[config.mk]
export PLATFORM = sky130hd
export DESIGN_NAME = module_keypad_scanner
export DESIGN_NICKNAME = d
export VERILOG_FILES = /design/src/rtl/keypad_pkg.sv /design/src/rtl/module_sync2.sv /design/src/rtl/module_keypad_scanner.sv
export SDC_FILE = /design/constraint.sdc
export NUM_CORES = 1
export LEC_CHECK = 0
export CELL_PAD_IN_SITES_DETAIL_PLACEMENT = 1
export CELL_PAD_IN_SITES_GLOBAL_PLACEMENT = 2
export CORE_MARGIN = 2
export CORE_UTILIZATION = 39
export CTS_CLUSTER_SIZE = 20
export DETAILED_ROUTE_END_ITERATION = 12
export PLACE_DENSITY_LB_ADDON = 0.15
export SYNTH_ARGS = -nofsm -noshare
export SYNTH_HDL_FRONTEND = slang
export SYNTH_SLANG_ARGS = --single-unit
[constraint.sdc]
create_clock -name clk -period 7.6 [get_ports clk]
set_input_delay 1.52 -clock clk [delete_from_list [all_inputs] [get_ports clk]]
set_output_delay 1.52 -clock clk [all_outputs]
set_load 0.01 [all_outputs]
[src/rtl/keypad_pkg.sv]
// keypad_pkg: shared types and key-code table for the 4x4 keypad scanner
package keypad_pkg;
  typedef enum logic [1:0] {SCAN, DEBOUNCE, HELD} kp_state_t;
  localparam logic [3:0] KEY_STAR = 4'hE;
  localparam logic [3:0] KEY_HASH = 4'hF;
  // indexed {row, col}
  localparam logic [3:0] KEY_MAP [16] = '{
    4'h1, 4'h2, 4'h3, 4'hA,
    4'h4, 4'h5, 4'h6, 4'hB,
    4'h7, 4'h8, 4'h9, 4'hC,
    KEY_STAR, 4'h0, KEY_HASH, 4'hD
  };
  function automatic logic [1:0] low_row(input logic [3:0] r);
    return !r[0] ? 2'd0 : !r[1] ? 2'd1 : !r[2] ? 2'd2 : 2'd3;
  endfunction
endpackage

[src/rtl/module_sync2.sv]
// module_sync2: 2-flop synchronizer for asynchronous inputs
//   clk, rst : clock, sync active-high reset (flops load init)
//   d        : asynchronous input
//   q        : synchronized output, 2 cycles behind d
module module_sync2 #(
  parameter int width = 1,
  parameter logic [width-1:0] init = '1
) (
  input  logic             clk,
  input  logic             rst,
  input  logic [width-1:0] d,
  output logic [width-1:0] q
);
  logic [width-1:0] m;
  always_ff @(posedge clk) begin
    m <= rst ? init : d;
    q <= rst ? init : m;
  end
endmodule

[src/rtl/module_keypad_scanner.sv]
// module_keypad_scanner: 4x4 matrix keypad scanner with debounce
//   clk, rst  : clock, sync active-high reset
//   row       : active-low rows, asynchronous
//   col       : active-low one-hot column drive
//   key_code  : last accepted key, held until next accept
//   key_valid : one-cycle strobe coincident with key_code update
module module_keypad_scanner
  import keypad_pkg::*;
#(
  parameter int frequency = 27_000_000,
  parameter int max_count = frequency / 1000,
  parameter int deb_count = frequency / 100
) (
  input  logic       clk,
  input  logic       rst,
  input  logic [3:0] row,
  output logic [3:0] col,
  output logic [3:0] key_code,
  output logic       key_valid
);
  localparam int DW = $clog2(max_count);
  localparam int BW = $clog2(deb_count);
  localparam logic [DW-1:0] DL = DW'(max_count - 1);
  // compare one below terminal: the counter reaches deb_count-1 on the same edge the action is registered
  localparam logic [BW-1:0] BL = BW'(deb_count - 2);
  kp_state_t state, state_n;
  logic [DW-1:0] dcnt, dcnt_n;
  logic [BW-1:0] bcnt, bcnt_n;
  logic [1:0] c_idx, c_n, r_idx, r_n;
  logic [3:0] row_s, code_n;
  logic valid_n, hit;
  module_sync2 #(.width(4), .init(4'hF)) u_sync (.clk(clk), .rst(rst), .d(row), .q(row_s));
  assign col = ~(4'b0001 << c_idx);
  assign hit = ~row_s[r_idx];
  always_comb begin
    state_n = state;
    dcnt_n = dcnt;
    bcnt_n = bcnt;
    c_n = c_idx;
    r_n = r_idx;
    code_n = key_code;
    valid_n = 1'b0;
    case (state)
      SCAN:
        if (dcnt == DL) begin
          dcnt_n = '0;
          if (row_s != 4'hF) begin
            state_n = DEBOUNCE;
            bcnt_n = '0;
            r_n = low_row(row_s);
          end else c_n = c_idx + 2'd1;
        end else dcnt_n = dcnt + 1'b1;
      DEBOUNCE:
        if (!hit) begin
          state_n = SCAN;
          c_n = c_idx + 2'd1;
          dcnt_n = '0;
        end else if (bcnt == BL) begin
          state_n = HELD;
          bcnt_n = '0;
          valid_n = 1'b1;
          code_n = KEY_MAP[{r_idx, c_idx}];
        end else bcnt_n = bcnt + 1'b1;
      HELD:
        if (hit) bcnt_n = '0;
        else if (bcnt == BL) begin
          state_n = SCAN;
          c_n = c_idx + 2'd1;
          dcnt_n = '0;
        end else bcnt_n = bcnt + 1'b1;
      default: state_n = SCAN;
    endcase
  end
  always_ff @(posedge clk) begin
    if (rst) begin
      state <= SCAN;
      dcnt <= '0;
      bcnt <= '0;
      c_idx <= 2'd0;
      r_idx <= 2'd0;
      key_code <= 4'h0;
      key_valid <= 1'b0;
    end else begin
      state <= state_n;
      dcnt <= dcnt_n;
      bcnt <= bcnt_n;
      c_idx <= c_n;
      r_idx <= r_n;
      key_code <= code_n;
      key_valid <= valid_n;
    end
  end
endmodule

# Word level (Yosys, flattened, before mapping)
# Memory sizes are Yosys's and may differ from the RTL's. A register that Yosys moved wholly into a read port is not among the register bits.
# Cells that the tools add are included.
# totals
ff_bits	49
latch_bits	0
ram_bits	0
romBits	64
in_bits	6
elab_cells	72
n_memories	1
# memory_table
name	words	word_bits	read_ports	rd_clocked_by_memory_dff	write_ports	line	rtl
(no name shown)	16	4	1	1	0	module_keypad_scanner.sv:62	code_n = KEY_MAP[{r_idx, c_idx}];
# op_classes
addsub	3
multipliers	0
div_mod_pow	0
order_cmp	1
eq_ne	14
n_shift	1
mux	31
bitwise	4
reduce_logical	9
# op_table
cell	count
2-to-1 mux 19 bit	6
2-to-1 mux 15 bit	4
case mux 19 bit (3 select lines)	1
case mux 15 bit (3 select lines)	1
2-to-1 mux 2 bit	13
adder 19 x 1 -> 19 bit (second input constant)	1
== test 19 bit (second input constant)	1
adder 15 x 1 -> 15 bit (second input constant)	1
== test 15 bit (second input constant)	1
inequality test 2 bit (second input constant)	7
case mux 2 bit (3 select lines)	2
AND reduction 5 bit	2
inequality test 3 bit (second input constant)	2
AND reduction 3 bit	2
AND reduction 6 bit	1
inverter 4 -> 5 bit	1
inequality test 4 bit (second input constant)	1
inverter 4 bit	1
AND reduction 4 bit	1
left shift 1 x 2 -> 4 bit (first input constant)	1
< comparator 2 x 3 -> 1 bit (second input constant)	1
2-to-1 mux 1 bit	3
nonzero test 3 bit	1
OR reduction 3 bit	1
other kinds (6)	7

# Logic depth before layout (Yosys ltp)
# Gate-level depths: netlist (run 1).
# logic_depth
ltp_word	4
depth_mapped	10
mapped_depth_nobuf	8

# By module
# From an unflattened synthesis (run 1), not the netlist that was laid out.
# hier_totals
hier_cells	313
area_unflattened_um2	2768.9
# modules_own_cells
module	instances	cells_per_inst	area_per_inst_um2	seq_area_each_um2
module_keypad_scanner	1	297	2558.7	900.9
module_sync2	1	16	210.2	160.2

# Least setup slack after synthesis (run 1)
# No wires, ideal clock.
# synth_timing
path_kind	register to register
startpoint	register r_idx[0]
endpoint	register bcnt[0]
setup_ns	0.128
t_arrival_ns	2.525
path_slack_ns	4.947
path_stages_with_launch	9
period_less_slack_ns	2.653
path_cell_list	dfxtp_1 clkbuf_1 mux4_2 a21oi_1 clkbuf_1 nand2_1 o21ai_1 clkbuf_1 nor2_1
# synth_via
elab_chain_cells	4
elab_cells_between_ends	7
classes_between	2 x eq/ne; 4 x mux; 1 x reduce/logical
# synth_rtl
element	line	rtl
from (decl)	module_keypad_scanner.sv:29	logic [1:0] c_idx, c_n, r_idx, r_n;
from (signal assigned)	module_keypad_scanner.sv:88	r_idx <= r_n;
binary-select mux 1 bit (select 2 bit) *	module_keypad_scanner.sv:34	assign hit = ~row_s[r_idx];
2-to-1 mux 1 bit (not written as such) *	module_keypad_scanner.sv:34	
inequality test 3 bit (no source line), or another cell as far along	-	
AND reduction 5 bit (no source line) or case mux 19 bit (3 select lines) (tied branches)	-	
to (signal assigned)	module_keypad_scanner.sv:86	bcnt <= bcnt_n;
to (decl)	module_keypad_scanner.sv:28	logic [BW-1:0] bcnt, bcnt_n;
# Mark *: on every way between the ends. The rest lies on a longest branch, timed or not. The select of a mux whose other input is x is not followed.
# A chain may end at the register's enable or synchronous reset.

# Worst setup path after layout (run 1)
# layout_timing
startpoint	register r_idx[0]
endpoint	register bcnt[12]
# Same word-level chain as after synthesis.

==> results of run 1 <==
==> sequential cells by signal, indices dropped and copies added (netlist names) <==
| name | count |
|---|---|
| u_sync.m | 4 |
| c_idx | 2 |
| key_valid | 1 |
| state | 2 |
| u_sync.q | 4 |
| bcnt | 19 |
| dcnt | 15 |
| key_code | 4 |
| r_idx | 2 |
==> placed cells by master (no fill, tap or decap), types with 4 or more instances in the layout <==
master	Yosys	layout
dfxtp_1	53	53
nor2_1	36	36
nand3_1	20	20
a21oi_1	19	19
nand2_1	18	18
o21ai_0	17	17
nand4_1	16	16
xor2_1	15	15
clkdlybuf4s50_1	0	14
inv_1	13	13
ha_1	13	13
or2_2	9	9
and3_1	9	9
mux2i_1	8	8
or3_1	8	8
clkbuf_8	0	6
or4_1	5	5
xnor2_1	5	5
o31ai_1	5	5
nor2b_1	4	4
==> layer usage <==
layer  vias up  share of wire [%]  wire length, µm
met1      1060                 51             3060
li1       1158                  -                -
met2        18                 45             2720
met3         7                1.9              116
met5         -                  0                0
met4         0                1.7              102
==> final cells by class <==
cell class	instances	area, µm²	area share [%]
Clock buffer	7	86.3	2.83
Inverter	13	48.8	1.60
Multi-Input combinational cell	242	1570	51.7
Sequential cell	53	1060	34.8
Tap cell	96	120	3.94
Timing Repair Buffer	16	155	5.09
==> Yosys cell counts (5+ instances only) <==
cell type | number | share of area [%]
nor2_1 | 36 | 4.9
a21oi_1 | 19 | 3.5
or4_1 | 5 | 1.4
or2_2 | 9 | 2.1
o31ai_1 | 5 | 1.4
nand3_1 | 20 | 3.7
clkbuf_1 | 11 | 1.5
mux2i_1 | 8 | 2.9
inv_1 | 13 | 1.8
ha_1 | 13 | 5.9
o21ai_0 | 17 | 3.1
xor2_1 | 15 | 4.8
nand4_1 | 16 | 3.7
and3_1 | 9 | 2.1
or3_1 | 8 | 1.8
nand2_1 | 18 | 2.5
xnor2_1 | 5 | 1.6
dfxtp_1 | 53 | 39
==> power by group <==
part | internal [mW] | total, mW | leakage [nW] | switching [mW]
combinational | 0.0265 | 0.0671 | 0.554 | 0.0406
clock | 0.0726 | 0.161 | 0.0443 | 0.0882
sequential | 0.285 | 0.293 | 0.430 | 0.00772
total | 0.384 | 0.521 | 1.03 | 0.136
==> worst max-delay path, stage by stage, from the launching register on <==
cell and delay, ns:
dfxtp_1 0.50, mux4_2 0.63, a21oi_1 0.75, nand3_1 0.64
or4_1 0.64, a21oi_1 0.15
==> worst min-delay path by stage <==
stage / depth (start not counted) / end / startpoint
6_report: 1 / u_sync.q[0] / u_sync.m[0]
5_1_grt: 1 / u_sync.q[0] / u_sync.m[0]
4_1_cts: 1 / u_sync.q[0] / u_sync.m[0]
3_5_place_dp: 1 / u_sync.q[1] / u_sync.m[1]
3_3_place_gp: 1 / u_sync.q[0] / u_sync.m[0]
2_1_floorplan: 1 / u_sync.q[0] / u_sync.m[0]
==> metrics by stage <==
stage               cell area [µm²]  instances  power [mW]  utilization, %  hold slack (ns)
floorplan                      2740        321       0.345               -            0.389
global placement               2960        420       0.367            43.6            0.391
detailed placement             2960        420       0.368            43.6            0.396
CTS                            3050        427       0.530            44.8            0.423
global route                   3050        427       0.551            44.8            0.428
finish                         3050        427       0.521            44.8            0.418
==> kinds of logic after synthesis <==
kind of cell | after synthesis
and+or+nand+nor | 145
AOI/OAI and AO/OA | 55
DFF | 53
buffers and inverters | 26
xor gates and xnor gates | 20
adders and majority gates | 13
muxes | 9
==> reports/qor.csv, run 1 <==
stage,metric,value,unit
critical_path,arrival,3.61,ns
drt,drtAntennaViolNets,0,
final_layout,nets,350,
yosys,synth_top_family_by_area,simple AND/OR/NAND/NOR gates,
final_layout,areaGrowthSynthToFinish,11.1,%
yosys,synth_fp_nets,340,
yosys,synthArstFlopShare,0,%
critical_path,path_max_fanout,17,
floorplan,initial_utilization,40.3,%
yosys,synth-seq-area-share,38.7,%
yosys,muxShareOfSynthArea,3.74,%
sta,slew_violations,0,
hold_path,hold_path_class,flip-flop to flip-flop,
placed_design,port_buffers,14,
drt,wl_per_cell,14.0,µm
drt,routed_wl,6000,µm
critical_path,crit_type,flip-flop to flip-flop,
global_route,grt.total_usage,17.2,%
cts,cts_tree,done,
cts,cts_root_buf,clkbuf_8,
cts,htreeDepth,2,
sta,fin_ws,4.23,ns
drt,drt_iter0_drc,109,
global_route,met3_usage,2.92,%
power_and_ir_drop,leakagePower,1.03,nW
drt,via_count,2243,
yosys,ys.flop_type,dfxtp_1,
sta,rsz0062_at_grt,false,
final_layout,fill_cells,804,
sta,final-setup-viol-count,0,
global_route,grt_max_degree,22,
final_layout,drive_gt1_share,6.65,%
yosys,synth_compound_area_share,12.6,%
floorplan,die_y,87.8,µm
yosys,ys_ff_latch,53,
floorplan,design.core.area,6790,µm²
final_layout,diodes,0,
sta,fin_crit_sh,44.3,%
critical_path,timing.rr.end,bcnt[12],
cts,cts_buffers,5,
floorplan,rows,30,
global_route,overflow,0,
global_route,antenna_found_initial,0,
outcome,status,finished clean,
cts,max-clock-path-buffers,2,
placed_design,gp_congestion,0.761,
critical_path,crit_end,bcnt[12],
global_route,grt_first_pass_wirelength,10700,µm
global_route,grt_pass1_vias,2258,
yosys,synth_fa_ha_area_share,5.93,%
cts,clkLatencyLatePin,0.30,ns
power_and_ir_drop,powerDensity,171,nW/µm²
yosys,avgSynthCellArea,8.54,µm²
sta,worstMarginPinSlew,0.925,ns
floorplan,pin_count,15,
global_route,grt_use_met1,23.7,%
global_route,use_met2,27.5,%
cts,postCtsSetupBuffers,0,
job,drv_cap,0,
yosys,yosysWarnings,0,
cts,cts_resized,0,
critical_path,ff2ff_path_depth,5,
placed_design,dp_slack,4.09,ns
sta,period_needed,3.37,ns
yosys,synthCells,321,
critical_path,r2r_setup_slack,4.23,ns
critical_path,cp-startpoint,r_idx[0],
floorplan,die_area,7720,µm²
critical_path,crit_required,7.84,ns
placed_design,dp_hpwl,4370,µm
drt,drc_errors,0,
cts,clk_pin_slew,0.09,ns
drt,drt-pass1-iter-count,4,
drt,routed_via_density,5.25,
power_and_ir_drop,vdd_ir_drop_max,0.0871,mV
sta,setup_tns,0,ns
sta,relSlewSlack,37.9,%
sta,fin_worst_skew,0.0117,ns
cts,cts.sinks,53,
global_route,grt.busiest_layer,met2,
sta,hold_viol,0,
yosys,synth-xor-area-share,6.39,%
floorplan,die_x,87.8,µm
yosys,synth.distinct_cells,44,
critical_path,worstReg2RegStart,r_idx[0],
sta,fmax,297,MHz
yosys,synthSimpleGateAreaFrac,28.8,%
critical_path,cp-start-kind,flip-flop,
yosys,syn_area,2740,µm²
yosys,synth_edf_count,0,
critical_path,end_kind,flip-flop,
cts,ctsHoldBuffers,0,
Power figures use the tool's default switching activity.
==> inputs of run 2 (changes only) <==
--- a/config.mk
+++ b/config.mk
@@ -8,7 +8,7 @@
 export CELL_PAD_IN_SITES_DETAIL_PLACEMENT = 1
 export CELL_PAD_IN_SITES_GLOBAL_PLACEMENT = 2
 export CORE_MARGIN = 2
-export CORE_UTILIZATION = 39
+export CORE_UTILIZATION = 37
 export CTS_CLUSTER_SIZE = 20
 export DETAILED_ROUTE_END_ITERATION = 12
 export PLACE_DENSITY_LB_ADDON = 0.15
==> constraint.sdc (replaced) <==
create_clock -name clk -period 3.49 [get_ports clk]
set_input_delay 0.698 -clock clk [delete_from_list [all_inputs] [get_ports clk]]
set_output_delay 0.698 -clock clk [all_outputs]
set_load 0.01 [all_outputs]
==> run 2 against run 1 <==
Routed wire length increased by 3.3%. Worst setup slack got worse by 3.6 ns. Power increased by 120%. Cell area increased by 1.1%. Clock-buffer cell count decreased by 2. First-iteration DRC count decreased by 28%.
==> reports/qor.csv, run 2 (same netlist as run 1, synthesis figures left out) <==
stage,metric,value,unit,change
floorplan,die_x,90.1,µm,+2.5%
global_route,grt.total_usage,16.0,%,-1.2 points
final_layout,fill_cells,889,,+11%
power_and_ir_drop,clkPwrFrac,31.6,%,+0.7 points
drt,drt_iter0_drc,79,,-28%
final_layout,nets,353,,+0.86%
drt,drc_errors,0,,unchanged
cts,max-clock-path-buffers,2,,unchanged
cts,ctsHoldBuffers,0,,unchanged
cts,cts_tree,done,,
cts,cts_resized,0,,unchanged
critical_path,crit_type,flip-flop to flip-flop,,
critical_path,crit_required,3.74,ns,-4.10 ns
global_route,grt_pass1_vias,2266,,+0.35%
critical_path,ff2ff_path_depth,6,,+1
sta,relSlewSlack,55.5,%,+18 points
final_layout,drive_gt1_share,8.06,%,+1.4 points
cts,clkLatencyLatePin,0.32,ns,+0.02 ns
floorplan,rows,31,,+3.3%
floorplan,initial_utilization,38.0,%,-2.4 points
final_layout,final_common_cell,dfxtp_1,,
sta,rsz0062_at_grt,false,,
cts,clk_pin_slew,0.11,ns,+0.02 ns
cts,postCtsSetupBuffers,0,,unchanged
critical_path,r2r_setup_slack,0.67,ns,-3.56 ns
sta,slew_violations,0,,unchanged
drt,drt-pass1-iter-count,6,,+2
critical_path,cp-start-kind,flip-flop,,
power_and_ir_drop,leakagePower,1.04,nW,+1.4%
drt,routed_wl,6190,µm,+3.3%
placed_design,gp_congestion,0.749,,-1.6%
drt,routed_via_density,5.23,,-0.38%
final_layout,largestRegisters,"bcnt (19), dcnt (15)",,
critical_path,end_kind,flip-flop,,
power_and_ir_drop,power.switching,327,µW,+140%
cts,cts.sinks,53,,unchanged
floorplan,design.core.area,7210,µm²,+6.2%
drt,drtAntennaViolNets,0,,unchanged
power_and_ir_drop,finalPower,1.16,mW,+120%
final_layout,final_util,42.7,%,-2.1 points
final_layout,layout_common_cells,"53 x dfxtp_1, 36 x nor2_1, 20 x nand3_1",,
drt,wl_per_cell,14.3,µm,+1.6%
sta,final-setup-viol-count,0,,unchanged
global_route,grt_first_pass_wirelength,10900,µm,+2.4%
global_route,antenna_found_initial,0,,unchanged
floorplan,die_y,90.1,µm,+2.5%
hold_path,hold_path_depth,1,,unchanged
sta,setup_tns,0,ns,unchanged
job,drv_cap,0,,unchanged
placed_design,port_buffers,14,,unchanged
power_and_ir_drop,intPower,830,µW,+120%
sta,period_needed,2.82,ns,-0.548 ns
final_layout,largest_reg_flops,19,,unchanged
sta,fin_ws,0.670,ns,-3.56 ns
sta,hold_viol,0,,unchanged
critical_path,critPathMostFrequentCell,or4_4,,
sta,worstMarginPinSlew,0.662,ns,-0.263 ns
drt,via_count,2271,,+1.2%
critical_path,crit_chain,"or4_4, or4_4, o32ai_4, nand2b_2, or4_1, a21oi_1",,
cts,htreeDepth,2,,unchanged
sta,holdWs,0.424,ns,+0.00589 ns
critical_path,path_buf_inv,0,,unchanged
final_layout,seq_area,1060,µm²,unchanged
sta,fin_worst_skew,0.0135,ns,+0.00176 ns
power_and_ir_drop,vdd_ir_drop_max,0.232,mV,+170%
outcome,status,finished clean,,
critical_path,path_max_fanout,9,,-8
critical_path,arrival,3.07,ns,-0.54 ns
placed_design,dp_hpwl,4580,µm,+4.8%
critical_path,crit_slowest_cell,or4_4,,
sta,fin_crit_sh,80.8,%,+36 points
final_layout,multi_input_area,1570,µm²,unchanged
critical_path,timing.rr.end,dcnt[13],,
placed_design,dp_slack,0.682,ns,-3.41 ns
floorplan,pin_count,15,,unchanged
final_layout,largest-register,bcnt,,
hold_path,hold_end,u_sync.q[3],,
final_layout,areaGrowthSynthToFinish,12.3,%,
sta,fmax,355,MHz,+19%
cts,cts_root_buf,clkbuf_8,,
power_and_ir_drop,comb_power_share,13.2,%,+0.3 points
critical_path,worstReg2RegStart,bcnt[4],,
global_route,overflow,0,,unchanged
critical_path,cp_top_family,simple AND/OR/NAND/NOR gates,,
hold_path,hold_path_class,flip-flop to flip-flop,,
global_route,grt_max_degree,22,,unchanged
final_layout,diodes,0,,unchanged
cts,cts_buffers,5,,unchanged
power_and_ir_drop,powerDensity,376,nW/µm²,+120%
power_and_ir_drop,power_frac_seq,55.3,%,-0.9 points
critical_path,cpPeakStageDelay,0.57,ns,-0.18 ns
hold_path,hold_start,u_sync.m[3],,
floorplan,die_area,8110,µm²,+5.2%
power_and_ir_drop,switching_share,28.2,%,+2.0 points
==> run 2: cell types whose count changed in the layout (fill, tap and decap cells not counted) <==
cell / change
inv_6: +2
clkbuf_8: -1
buf_4: +3
clkbuf_1: -1
clkinvlp_4: +1
==> run 2: area by class of cell <==
type,count,area share (%)
inverters,13,1.58
repair buffers,19,5.77
well taps,99,4.02
clock buffers,5,2.23
multi-input cells,242,51.1
flip-flops and latches,53,34.5
clock inverters,3,0.813
==> run 2: worst max path at each step <==
| stage | depth (start not counted) | from | end |
|---|---|---|---|
| finish | 6 | bcnt[4] | dcnt[13] |
| global route | 7 | dcnt[0] | bcnt[12] |
| CTS | 6 | bcnt[4] | dcnt[13] |
| detailed placement | 6 | bcnt[4] | dcnt[13] |
| floorplan | 8 | r_idx[0] | bcnt[0] |
| global placement | 6 | bcnt[4] | dcnt[13] |
==> run 2: layer usage <==
layer	global-route usage (%)	routed length, µm	share of wire, %
met5	0	0	0
met2	26.4	2750	44
met4	3.08	48	0.78
met1	21.9	3270	53
met3	3.19	116	1.9
==> run 2: power groups by stage <==
stage / combinational, mW / clock, mW / sequential, mW
floorplan: 0.104 / 0 / 0.648
finish: 0.152 / 0.365 / 0.639
detailed placement: 0.154 / 0 / 0.653
CTS: 0.155 / 0.385 / 0.640
global route: 0.172 / 0.410 / 0.643
global placement: 0.152 / 0 / 0.652
==> run 2: through the flow <==
stage                     cell area, µm²  cells
after detailed placement            2990    426
after floorplan                     2740    321
after global routing                3080    434
after CTS                           3080    434
after global placement              2990    426
final                               3080    434
